--- src/rtl/generic_dispatch_queue_pkg.sv ---
// Shared backend types for the dispatch queue: rob tag layout and the
// age comparison used when a redirect flushes younger entries.
package generic_dispatch_queue_pkg;

   localparam int unsigned ROB_IDX_W = 6;

   typedef struct packed {
      logic                 dir;
      logic [ROB_IDX_W-1:0] idx;
   } rob_tag_t;

   // Index arguments are widened so any ROB_WIDTH can share one comparator.
   function automatic logic rob_younger(input logic        x_dir,
                                        input logic [31:0] x_idx,
                                        input logic        r_dir,
                                        input logic [31:0] r_idx);
      return (x_dir == r_dir) ? (x_idx > r_idx) : (x_idx < r_idx);
   endfunction

endpackage

--- src/rtl/generic_dispatch_queue_if.sv ---
// Enqueue/dequeue/redirect bundle of the dispatch queue; the producer and
// consumer side are the master, the queue itself is the slave.
interface generic_dispatch_queue_if #(
   parameter int unsigned DATA_WIDTH = 32,
   parameter int unsigned DEPTH      = 16,
   parameter int unsigned IN_WIDTH   = 4,
   parameter int unsigned OUT_WIDTH  = 2,
   parameter int unsigned PREG_WIDTH = 7,
   parameter int unsigned ROB_WIDTH  = 6
);
   localparam int unsigned CW = $clog2(DEPTH) + 1;
   localparam int unsigned TW = $clog2(OUT_WIDTH + 1);
   localparam int unsigned RW = ROB_WIDTH + 1;

   logic [IN_WIDTH-1:0]            enq_valid;
   logic [IN_WIDTH*PREG_WIDTH-1:0] enq_rs1;
   logic [IN_WIDTH*PREG_WIDTH-1:0] enq_rs2;
   logic [IN_WIDTH*RW-1:0]         enq_rob;
   logic [IN_WIDTH*DATA_WIDTH-1:0] enq_data;
   logic                           stall;
   logic                           full;

   logic [OUT_WIDTH-1:0]            deq_valid;
   logic [OUT_WIDTH*PREG_WIDTH-1:0] deq_rs1;
   logic [OUT_WIDTH*PREG_WIDTH-1:0] deq_rs2;
   logic [OUT_WIDTH*RW-1:0]         deq_rob;
   logic [OUT_WIDTH*DATA_WIDTH-1:0] deq_data;
   logic [TW-1:0]                   deq_take;

   logic          redirect;
   logic [RW-1:0] redirect_rob;
   logic [CW-1:0] count;

   modport master (
      output enq_valid, enq_rs1, enq_rs2, enq_rob, enq_data, stall,
      output deq_take, redirect, redirect_rob,
      input  full, deq_valid, deq_rs1, deq_rs2, deq_rob, deq_data, count
   );

   modport slave (
      input  enq_valid, enq_rs1, enq_rs2, enq_rob, enq_data, stall,
      input  deq_take, redirect, redirect_rob,
      output full, deq_valid, deq_rs1, deq_rs2, deq_rob, deq_data, count
   );

endinterface

--- src/rtl/generic_dispatch_queue_valid_prefix_count.sv ---
// Exclusive prefix counts of a valid vector: count_o[i] is the number of set
// bits below i, and count_o[N] is the full popcount.
module valid_prefix_count #(
   parameter int unsigned N  = 4,
   parameter int unsigned CW = $clog2(N + 1)
) (
   input  logic [N-1:0]         valid_i,
   output logic [N:0][CW-1:0]   count_o
);

   logic [CW-1:0] acc;

   always_comb begin
      acc     = '0;
      count_o = '0;
      for (int unsigned i = 0; i < N; i++) begin
         count_o[i] = acc;
         acc        = acc + CW'(valid_i[i]);
      end
      count_o[N] = acc;
   end

endmodule

--- src/rtl/generic_dispatch_queue.sv ---
// Multi-lane in-order dispatch queue with compacting enqueue, partial
// dequeue and rob-tag based flush of younger entries on redirect.
module generic_dispatch_queue
   import generic_dispatch_queue_pkg::*;
#(
   parameter int unsigned DATA_WIDTH = 32,
   parameter int unsigned DEPTH      = 16,
   parameter int unsigned IN_WIDTH   = 4,
   parameter int unsigned OUT_WIDTH  = 2,
   parameter int unsigned PREG_WIDTH = 7,
   parameter int unsigned ROB_WIDTH  = 6
) (
   input  logic                     clk,
   input  logic                     rst,
   generic_dispatch_queue_if.slave  bus
);

   localparam int unsigned AW = $clog2(DEPTH);
   localparam int unsigned PW = AW + 1;
   localparam int unsigned IW = $clog2(IN_WIDTH + 1);
   localparam int unsigned RW = ROB_WIDTH + 1;

   typedef struct packed {
      logic [PREG_WIDTH-1:0] rs1;
      logic [PREG_WIDTH-1:0] rs2;
      logic [RW-1:0]         rob;
      logic [DATA_WIDTH-1:0] data;
   } entry_t;

   entry_t                 mem_q [DEPTH];
   logic [PW-1:0]          head_q, head_d, tail_q, tail_d, count_q, count_d;
   logic [IN_WIDTH:0][IW-1:0] enq_cnt;
   logic [DEPTH-1:0]       keep;
   logic [DEPTH:0][PW-1:0] keep_cnt;
   logic [PW-1:0]          survivors;
   logic [31:0]            add, nvalid, take, sub;
   logic                   full, fire;

   valid_prefix_count #(.N(IN_WIDTH)) u_enq_cnt (
      .valid_i (bus.enq_valid),
      .count_o (enq_cnt)
   );

   valid_prefix_count #(.N(DEPTH)) u_keep_cnt (
      .valid_i (keep),
      .count_o (keep_cnt)
   );

   // Survivors are the longest run from head whose prefix count equals its
   // position, which also stays correct if a stray older tag sits behind a flush.
   always_comb begin
      keep      = '0;
      survivors = '0;
      for (int unsigned k = 0; k < DEPTH; k++) begin
         keep[k] = (k < 32'(count_q)) &&
                   !rob_younger(mem_q[head_q[AW-1:0] + AW'(k)].rob[RW-1],
                                32'(mem_q[head_q[AW-1:0] + AW'(k)].rob[ROB_WIDTH-1:0]),
                                bus.redirect_rob[RW-1],
                                32'(bus.redirect_rob[ROB_WIDTH-1:0]));
      end
      for (int unsigned k = 0; k <= DEPTH; k++) begin
         if (32'(keep_cnt[k]) == k) survivors = PW'(k);
      end
   end

   always_comb begin
      add    = 32'(enq_cnt[IN_WIDTH]);
      full   = (32'(count_q) + add) > DEPTH;
      fire   = !bus.stall && !full && !bus.redirect;
      nvalid = bus.redirect ? '0 : ((32'(count_q) > OUT_WIDTH) ? OUT_WIDTH : 32'(count_q));
      take   = 32'(bus.deq_take);
      sub    = (take < nvalid) ? take : nvalid;

      if (bus.redirect) begin
         head_d  = head_q;
         tail_d  = head_q + survivors;
         count_d = survivors;
      end else begin
         head_d  = head_q + PW'(sub);
         tail_d  = tail_q + (fire ? PW'(add) : '0);
         count_d = count_q + (fire ? PW'(add) : '0) - PW'(sub);
      end
   end

   always_comb begin
      bus.full      = full;
      bus.count     = count_q;
      bus.deq_valid = '0;
      bus.deq_rs1   = '0;
      bus.deq_rs2   = '0;
      bus.deq_rob   = '0;
      bus.deq_data  = '0;
      for (int unsigned i = 0; i < OUT_WIDTH; i++) begin
         bus.deq_valid[i] = (32'(count_q) > i) && !bus.redirect;
         bus.deq_rs1[i*PREG_WIDTH +: PREG_WIDTH]  = mem_q[head_q[AW-1:0] + AW'(i)].rs1;
         bus.deq_rs2[i*PREG_WIDTH +: PREG_WIDTH]  = mem_q[head_q[AW-1:0] + AW'(i)].rs2;
         bus.deq_rob[i*RW +: RW]                  = mem_q[head_q[AW-1:0] + AW'(i)].rob;
         bus.deq_data[i*DATA_WIDTH +: DATA_WIDTH] = mem_q[head_q[AW-1:0] + AW'(i)].data;
      end
   end

   always_ff @(posedge clk or negedge rst) begin
      if (!rst) begin
         head_q  <= '0;
         tail_q  <= '0;
         count_q <= '0;
      end else begin
         head_q  <= head_d;
         tail_q  <= tail_d;
         count_q <= count_d;
      end
   end

   always_ff @(posedge clk) begin
      if (fire) begin
         for (int unsigned i = 0; i < IN_WIDTH; i++) begin
            if (bus.enq_valid[i]) begin
               mem_q[tail_q[AW-1:0] + AW'(enq_cnt[i])] <= '{
                  rs1:  bus.enq_rs1[i*PREG_WIDTH +: PREG_WIDTH],
                  rs2:  bus.enq_rs2[i*PREG_WIDTH +: PREG_WIDTH],
                  rob:  bus.enq_rob[i*RW +: RW],
                  data: bus.enq_data[i*DATA_WIDTH +: DATA_WIDTH]
               };
            end
         end
      end
   end

endmodule
--- src/flat_wrapper.sv ---
// flat-port wrapper written by rule: the top's interface ports become plain ports
module generic_dispatch_queue_flat import generic_dispatch_queue_pkg::*;
#(
   parameter int unsigned DATA_WIDTH = 32,
   parameter int unsigned DEPTH      = 16,
   parameter int unsigned IN_WIDTH   = 4,
   parameter int unsigned OUT_WIDTH  = 2,
   parameter int unsigned PREG_WIDTH = 7,
   parameter int unsigned ROB_WIDTH  = 6
)
  (clk, rst, bus_enq_valid, bus_enq_rs1, bus_enq_rs2, bus_enq_rob, bus_enq_data, bus_stall, bus_deq_take, bus_redirect, bus_redirect_rob, bus_full, bus_deq_valid, bus_deq_rs1, bus_deq_rs2, bus_deq_rob, bus_deq_data, bus_count);
  generic_dispatch_queue_if #(.DATA_WIDTH(DATA_WIDTH), .DEPTH(DEPTH), .IN_WIDTH(IN_WIDTH), .OUT_WIDTH(OUT_WIDTH), .PREG_WIDTH(PREG_WIDTH), .ROB_WIDTH(ROB_WIDTH)) bus_i ();
  input  logic clk;
  input  logic rst;
  input wire logic [$bits(bus_i.enq_valid)-1:0] bus_enq_valid;
  input wire logic [$bits(bus_i.enq_rs1)-1:0] bus_enq_rs1;
  input wire logic [$bits(bus_i.enq_rs2)-1:0] bus_enq_rs2;
  input wire logic [$bits(bus_i.enq_rob)-1:0] bus_enq_rob;
  input wire logic [$bits(bus_i.enq_data)-1:0] bus_enq_data;
  input wire logic [$bits(bus_i.stall)-1:0] bus_stall;
  input wire logic [$bits(bus_i.deq_take)-1:0] bus_deq_take;
  input wire logic [$bits(bus_i.redirect)-1:0] bus_redirect;
  input wire logic [$bits(bus_i.redirect_rob)-1:0] bus_redirect_rob;
  output wire logic [$bits(bus_i.full)-1:0] bus_full;
  output wire logic [$bits(bus_i.deq_valid)-1:0] bus_deq_valid;
  output wire logic [$bits(bus_i.deq_rs1)-1:0] bus_deq_rs1;
  output wire logic [$bits(bus_i.deq_rs2)-1:0] bus_deq_rs2;
  output wire logic [$bits(bus_i.deq_rob)-1:0] bus_deq_rob;
  output wire logic [$bits(bus_i.deq_data)-1:0] bus_deq_data;
  output wire logic [$bits(bus_i.count)-1:0] bus_count;
  assign bus_i.enq_valid = bus_enq_valid;
  assign bus_i.enq_rs1 = bus_enq_rs1;
  assign bus_i.enq_rs2 = bus_enq_rs2;
  assign bus_i.enq_rob = bus_enq_rob;
  assign bus_i.enq_data = bus_enq_data;
  assign bus_i.stall = bus_stall;
  assign bus_i.deq_take = bus_deq_take;
  assign bus_i.redirect = bus_redirect;
  assign bus_i.redirect_rob = bus_redirect_rob;
  assign bus_full = bus_i.full;
  assign bus_deq_valid = bus_i.deq_valid;
  assign bus_deq_rs1 = bus_i.deq_rs1;
  assign bus_deq_rs2 = bus_i.deq_rs2;
  assign bus_deq_rob = bus_i.deq_rob;
  assign bus_deq_data = bus_i.deq_data;
  assign bus_count = bus_i.count;
  generic_dispatch_queue #(.DATA_WIDTH(DATA_WIDTH), .DEPTH(DEPTH), .IN_WIDTH(IN_WIDTH), .OUT_WIDTH(OUT_WIDTH), .PREG_WIDTH(PREG_WIDTH), .ROB_WIDTH(ROB_WIDTH)) u_core (.clk(clk), .rst(rst), .bus(bus_i));
endmodule
--- config.mk ---
export PLATFORM = sky130hd
export DESIGN_NAME = generic_dispatch_queue_flat
export DESIGN_NICKNAME = d
export VERILOG_FILES = /design/src/rtl/generic_dispatch_queue_pkg.sv /design/src/rtl/generic_dispatch_queue_if.sv /design/src/rtl/generic_dispatch_queue_valid_prefix_count.sv /design/src/rtl/generic_dispatch_queue.sv /design/src/flat_wrapper.sv
export SDC_FILE = /design/constraint.sdc
export NUM_CORES = 2
export LEC_CHECK = 0
export CAP_MARGIN = 25
export CORE_ASPECT_RATIO = 2
export CORE_MARGIN = 1.5
export CORE_UTILIZATION = 60
export CTS_CLUSTER_SIZE = 10
export DETAILED_ROUTE_END_ITERATION = 8
export PLACE_DENSITY = 0.79
export SYNTH_ARGS = -nofsm -noshare
export SYNTH_HDL_FRONTEND = slang
export SYNTH_SLANG_ARGS = --single-unit
--- constraint.sdc ---
create_clock -name clk -period 16.5 [get_ports clk]
set_input_delay 3.3 -clock clk [delete_from_list [all_inputs] [get_ports clk]]
set_output_delay 3.3 -clock clk [all_outputs]
set_load 0.005 [all_outputs]
### Word-level counts from Yosys, hierarchy flattened

Memories as Yosys holds them, arrays and structs flattened.
Index checks and enable logic that the tools add are counted.
Widths: inputs -> output; s select.

* bits in registers: 15
* RAM bits: 848
* input port bits: 229
* output and inout port bits: 114
* logic and storage cells: 219
* memories: 1

Memory list
* u_core.mem_q: words 16, bits a word 53, rd ports 16, clocked after memory_dff 0, write ports 4, line generic_dispatch_queue.sv:30 `entry_t mem_q [DEPTH];`

* $add $sub $neg: 42
* order comparisons: 53
* equal/unequal tests: 31
* mux-type cells: 50
* reduce and logical (&&, ||, !) cells: 39

Operator list (count)
* $mux 5: 20
* $gt 6x6->1: 16
* $lt 6x6->1: 16
* $add 5x1->5: 11
* $eq 5x4->1 const B: 8
* $lt 4x5->1 const A: 8
* $add 4x4->4 const B: 8
* $gt 32x5->1 const B: 1
* $lt 2x32->1: 1
* $mux 1: 29
* $add 5x5->5: 4
* $logic_and 1x1->1: 20
* $lt 3x5->1 const A: 4
* $logic_not 1->1: 19
* $add 4x3->4 const B: 4
* $eq 1x1->1: 16
* $eq 5x3->1 const B: 3
* $gt 5x1->1 const B: 2
* $lt 1x5->1 const A: 2
* $lt 2x5->1 const A: 2
* $add 4x2->4 const B: 2
* $add 2x1->3: 2
* $add 5x3->6: 1
* $add 4x1->5: 1
* 14 further kinds: 15

### Logic depth before layout (Yosys ltp)

An unclocked memory read counts as a cell.

* word-level depth: 25
* gate-level depth with buffers: 56
* mapped depth without buffers: 48

### Cells and area by module

A second synthesis with hierarchy kept.

* cell total of the unflattened synthesis: 7131
* area, all modules: 72909.9 sq um

Modules (own cells, without submodules)
* generic_dispatch_queue: instances 1, cells an instance 6920, area an instance 71056.9 sq um, seq. area each 25789.7 sq um
* valid_prefix_count at u_core.u_keep_cnt: instances 1, cells an instance 187, area an instance 1669.1 sq um, seq. area each 0.0 sq um
* valid_prefix_count at u_core.u_enq_cnt: instances 1, cells an instance 24, area an instance 183.9 sq um, seq. area each 0.0 sq um

### Least setup slack after synthesis

Ideal clock, no wire load.

* path kind: register to register
* start point: register u_core.head_q[0]
* end point: register u_core.tail_q[3]
* library setup time: 0.133 ns
* arrival: 13.026 ns
* required time: 16.367 ns
* path slack: 3.341 ns
* cell stages (with the launch flop): 53
* path buffers: 8
* clock period less this slack: 13.159 ns
* cells stage by stage: dfrtp_1 clkbuf_1 clkbuf_1 buf_1 clkbuf_1 clkbuf_1 inv_1 ha_1 clkbuf_1 clkbuf_1 clkbuf_1 mux4_2 mux4_2 ha_1 a21o_1 a21o_1 a211oi_1 nor3_1 [... 17 more ...] ha_1 ha_1 xnor2_1 xnor2_1 xnor2_1 and3_1 xnor3_1 xnor2_2 nand2_2 o22ai_2 inv_1 ha_1 a21o_1 a21oi_1 xnor2_1 nand2_1 a2bb2oi_1 o211ai_2

* cells in the longest elaborated chain, start to end: 25
* elaborated cells on any way between the ends: 160
* classes of those cells: 31 x add/sub; 32 x order compare; 31 x eq/ne; 33 x mux; 32 x reduce/logical; 1 x memory

RTL lines
* start: declaration: line generic_dispatch_queue.sv:31 `logic [PW-1:0] head_q, head_d, tail_q, tail_d, count_q, count_d;`
* start signal: assignment: line generic_dispatch_queue.sv:104 `head_q <= '0;`
* start signal: assignment: line generic_dispatch_queue.sv:108 `head_q <= head_d;`
* $add 4x1->4 *
* $mem_v2 16x53 *
* named net bus_deq_rob[10]: line flat_wrapper.sv:28 `output wire logic [$bits(bus_i.deq_rob)-1:0] bus_deq_rob;`
* $lt 6x6->1 or $gt 6x6->1 (tied branches): line generic_dispatch_queue_pkg.sv:17 `return (x_dir == r_dir) ? (x_idx > r_idx) : (x_idx < r_idx);`
* $mux 1 *: line generic_dispatch_queue_pkg.sv:17
* $logic_not 1->1 *: line generic_dispatch_queue.sv:56 `!rob_younger(mem_q[head_q[AW-1:0] + AW'(k)].rob[RW-1],`
* $logic_and 1x1->1 *: line generic_dispatch_queue.sv:55 `keep[k] = (k < 32'(count_q)) &&`
* $add 1x1->2 *: line generic_dispatch_queue_valid_prefix_count.sv:18 `acc = acc + CW'(valid_i[i]);`
* $add 2x1->3 or $eq 2x2->1 (tied branches): line generic_dispatch_queue_valid_prefix_count.sv:18, generic_dispatch_queue.sv:62
* $add 3x1->4, or another cell as far along: line generic_dispatch_queue_valid_prefix_count.sv:18
* $add 4x1->5, or another cell as far along: line generic_dispatch_queue_valid_prefix_count.sv:18
* $add 5x1->5, or another cell as far along (11 in a row): line generic_dispatch_queue_valid_prefix_count.sv:18
* $eq 5x5->1 or $mux 5 (tied branches): line generic_dispatch_queue.sv:62 `if (32'(keep_cnt[k]) == k) survivors = PW'(k);`
* $mux 5 *: line generic_dispatch_queue.sv:62
* $add 5x5->5 *: line generic_dispatch_queue.sv:76 `tail_d = head_q + survivors;`
* $mux 5 *: line generic_dispatch_queue.sv:74 `if (bus.redirect) begin`
* named net u_core.tail_d[3]: line generic_dispatch_queue.sv:31
* end signal: assignment: line generic_dispatch_queue.sv:109 `tail_q <= tail_d;`
* end: declaration: line generic_dispatch_queue.sv:31

The timed path passes the listed nets; every way through them passes the cells marked *.
A chain may end at the register's enable or synchronous reset.

### Final worst setup path

* start point: register u_core.head_q[0]
* end point: register u_core.tail_q[3]

* cells in the longest elaborated chain, start to end: 25
* elaborated cells on any way between the ends: 160
* classes of those cells: 31 x add/sub; 32 x order compare; 31 x eq/ne; 33 x mux; 32 x reduce/logical; 1 x memory

RTL lines (line)
* $add 4x1->4: generic_dispatch_queue.sv:56, generic_dispatch_queue.sv:57
* $mem_v2 16x53
* $lt 6x6->1, or another cell as far along: generic_dispatch_queue_pkg.sv:17
* $mux 1: generic_dispatch_queue_pkg.sv:17
* $logic_not 1->1: generic_dispatch_queue.sv:56
* $logic_and 1x1->1: generic_dispatch_queue.sv:55
* $add 1x1->2: generic_dispatch_queue_valid_prefix_count.sv:18
* $add 2x1->3 or $eq 2x2->1 (tied branches): generic_dispatch_queue_valid_prefix_count.sv:18, generic_dispatch_queue.sv:62
* $add 3x1->4, or another cell as far along: generic_dispatch_queue_valid_prefix_count.sv:18
* $add 4x1->5, or another cell as far along: generic_dispatch_queue_valid_prefix_count.sv:18
* $add 5x1->5, or another cell as far along (11 in a row): generic_dispatch_queue_valid_prefix_count.sv:18
* $eq 5x5->1 or $mux 5 (tied branches): generic_dispatch_queue.sv:62
* $mux 5: generic_dispatch_queue.sv:62
* $add 5x5->5 *: generic_dispatch_queue.sv:76
* $mux 5 *: generic_dispatch_queue.sv:74
* named net u_core.tail_d[3]: generic_dispatch_queue.sv:31

Marks and branches as above.

==> impl_metrics.csv <==
group,metric,value,unit
critical_path,setup.worst_path.end_class,"flip-flop",
critical_path,cpMostUsedCell,"ha_1",
route,viasPerCell,8.18,
finish,fill_cells,9339,
sta,rsz0062_at_grt,"false",
critical_path,arrival,14380,ps
logic_synthesis,yosysUniqueCellTypes,74,
global_routing,grt_max_degree,144,
route,vias,66758,
min_path,hold-path-cell-count,2,
cts,cts-root-buf,"clkbuf_16",
critical_path,crit_type,"flip-flop to flip-flop",
floorplan,fp.dieH,504,µm
sta,relSlewSlack,12.5,%
sta,hold_viol,0,
route,finalWirelength,308,mm
sta,period_share,83.5,%
cts,clock-sinks,861,
critical_path,rr_worst_depth,44,
global_routing,overflow,0,
logic_synthesis,yosysTopAreaCellShare,33.8,%
min_path,hold_path_class,"flip-flop to flip-flop",
cts,htree_levels,3,
min_path,hold_path_end,"u_core.tail_q[0]$_DFF_PN0_",
critical_path,regToRegEndpoint,"u_core.tail_q[3]$_DFF_PN0_",
outcome,violations,"design-rule violations",
finish,post-route-util,65.6,%
floorplan,fp.coreArea,125000,µm²
logic_synthesis,ys_seq_area_share,34.2,%
cts,ctsHoldBuffers,0,
critical_path,rr_startpoint,"u_core.head_q[0]$_DFFE_PN0N_",
sta,worst_slack,2730,ps
route,ant_nets,0,
global_routing,grt_pass1_wl,441,mm
finish,area_growth,8.45,%
critical_path,r2r_slack,2730,ps
critical_path,required,17100,ps
finish,nets,6852,
placed_design,dpl_cell_area,79000,µm²
logic_synthesis,avgSynthCellArea,11.1,µm²
sta,fin_worst_skew,20.6,ps
logic_synthesis,synth_area_leaders,"edfxtp_1 (34%), mux4_2 (18%), mux2i_1 (13%), a21o_1 (8.8%), a211oi_1 (8.5%)",
cts,cts_buffers,96,
placed_design,hpwl,172,mm
sta,period_needed,13770,ps
logic_synthesis,synth-seq-cells,861,
critical_path,cp_max_fo,51,
route,drt_iter0_markers,11875,
global_routing,first_global_vias,65086,
sta,tightest_slew,1310,ps
global_routing,track_usage,47.7,%
run,maxCapViolations,0,
critical_path,worst_path_largest_cell_delay,920,ps
cts,cts_tree,"done",
logic_synthesis,syn_area,75400,µm²
route,wl_per_cell,37.8,µm
global_routing,antenna_found_initial,64,
cts,cts_max_path_buffers,3,
sta,final-setup-viol-count,0,
route,drc,2,
logic_synthesis,synth_top_area_cell,"edfxtp_1",
finish,final_area,81700,µm²
floorplan,dieArea,128000,µm²
sta,drv_slew,0,
logic_synthesis,yosys_warnings,0,
floorplan,std_cell_rows,183,
logic_synthesis,async_reset_ff_share,1.51,%
cts,post_cts_buffers,0,
cts,post_cts_resized,0,
outcome,status,"finished, violations left",
placed_design,gp_congestion,1.01,
logic_synthesis,synth_ff_type,"edfxtp_1",
floorplan,die_width,254,µm
route,dr.pass1.iters,9,
sta,tns,0,ps
cts,clkSlewWorstSetupHoldPaths,60,ps
floorplan,start_util,60.5,%
finish,layout-drive-gt1-share,14.8,%
sta,max_freq,72.6,MHz
logic_synthesis,syn_inst,6792,
critical_path,critPathSlowestCell,"dfrtp_4",
min_path,min_from,"u_core.tail_q[0]$_DFF_PN0_",
floorplan,pin_count,343,
placed_design,io_buffers,342,
critical_path,start_kind,"flip-flop",
cts,clk_latency,730,ps
logic_synthesis,synth_edf_count,848,
placed_design,pre_cts_ws,2230,ps
-- per-layer routing --
metal  share of wire, %  GRT usage, %  up-vias
li1                   -             -    25771
met1                 29          55.4    31720
met2                 42          69.3     6987
met3                 17          18.9     2202
met4                 11          39.0       78
met5               0.18         0.347        -
-- worst max-delay path by stage --
stage	startpoint	slack, ps	depth (start not counted)	end
after global routing	u_core.head_q[0]$_DFFE_PN0N_	2050	44	u_core.tail_q[3]$_DFF_PN0_
after detailed placement	bus_redirect_rob[3]	2230	42	u_core.tail_q[3]$_DFF_PN0_
after floorplan	u_core.head_q[0]$_DFFE_PN0N_	3340	52	u_core.tail_q[3]$_DFF_PN0_
after CTS	u_core.head_q[0]$_DFFE_PN0N_	2790	44	u_core.tail_q[3]$_DFF_PN0_
after global placement	bus_redirect_rob[3]	2270	42	u_core.tail_q[3]$_DFF_PN0_
final	u_core.head_q[0]$_DFFE_PN0N_	2730	44	u_core.tail_q[3]$_DFF_PN0_
-- synth_stat cells, types with 4 or more instances --
library cell	count
nand4_1	14
nand3b_1	16
xnor2_1	40
dfrtp_1	13
nor2b_1	8
fa_1	13
a21oi_1	46
a21o_1	888
xnor2_2	4
or3_1	8
xor2_1	20
buf_2	20
nand4b_1	4
nand3_1	25
clkbuf_1	726
ha_1	163
buf_1	185
a211oi_1	855
inv_1	69
o21a_1	4
a31oi_1	13
nor3_1	24
edfxtp_1	848
and2_1	10
o211ai_1	8
mux2i_1	1009
nand2_1	76
and4b_1	4
a221oi_1	7
o21ai_0	42
and3_1	13
nor2_1	930
mux4_2	606
nand2b_1	9
mux2_2	10
-- kinds of logic (layout without fill, tap and decap cells) --
family	Yosys count	in the layout	share of synthesized area (%)
compound gates	1886	1886	18.5
xor+xnor	76	76	1.16
fa+ha+maj	176	176	3.05
buf+inv	1003	673	5.03
flops	861	861	34.2
mux	1626	1626	31.7
other cells	2	34	0.00996
simple gates	1162	1162	6.33
-- sequential cells by signal (all words and copies together) (netlist names) --
name and flops:
u_core.mem_q 848, u_core.tail_q 4, u_core.bus.count 5, u_core.head_q 4
-- critical path: cells and delay by family, from the launching register on --
family,cells,cell delay [ps]
xor gates and xnor gates,6,1590
AOI/OAI and AO/OA,9,1910
DFF,1,920
adders and majority gates,15,5190
and+or+nand+nor,5,870
buffers and inverters,7,1800
muxes,2,1190
-- area by class of cell --
cell class	instances	area (µm²)	share of cell area, %
multi-input combinational	4929	46300	56.6
sequential	861	25800	31.6
timing repair buffer	487	4630	5.66
clock buffer	107	2500	3.05
tap	1665	2080	2.55
inverter	72	275	0.337
clock inverter	7	87.6	0.107
antenna	31	77.6	0.0949
-- cell usage in the layout, fill, tap and decap left out, types with 46 or more instances in the layout --
cell / n
a211oi_1: 855
a21o_1: 888
a21oi_1: 46
buf_4: 137
clkbuf_16: 98
clkdlybuf4s50_1: 342
edfxtp_1: 848
ha_1: 162
inv_1: 69
mux2i_1: 1009
mux4_2: 606
nand2_1: 60
nor2_1: 902
-- per-stage QoR --
step | cells | hold WS, ps
after floorplan | 6793 | 655
after global placement | 8008 | 842
after detailed placement | 8010 | 873
after CTS | 8124 | 888
after global routing | 8139 | 924
final | 8159 | 910
Power is left out: the tool's default activity adds up to more than one toggle a clock period on the data nets, which glitch-free logic cannot reach.
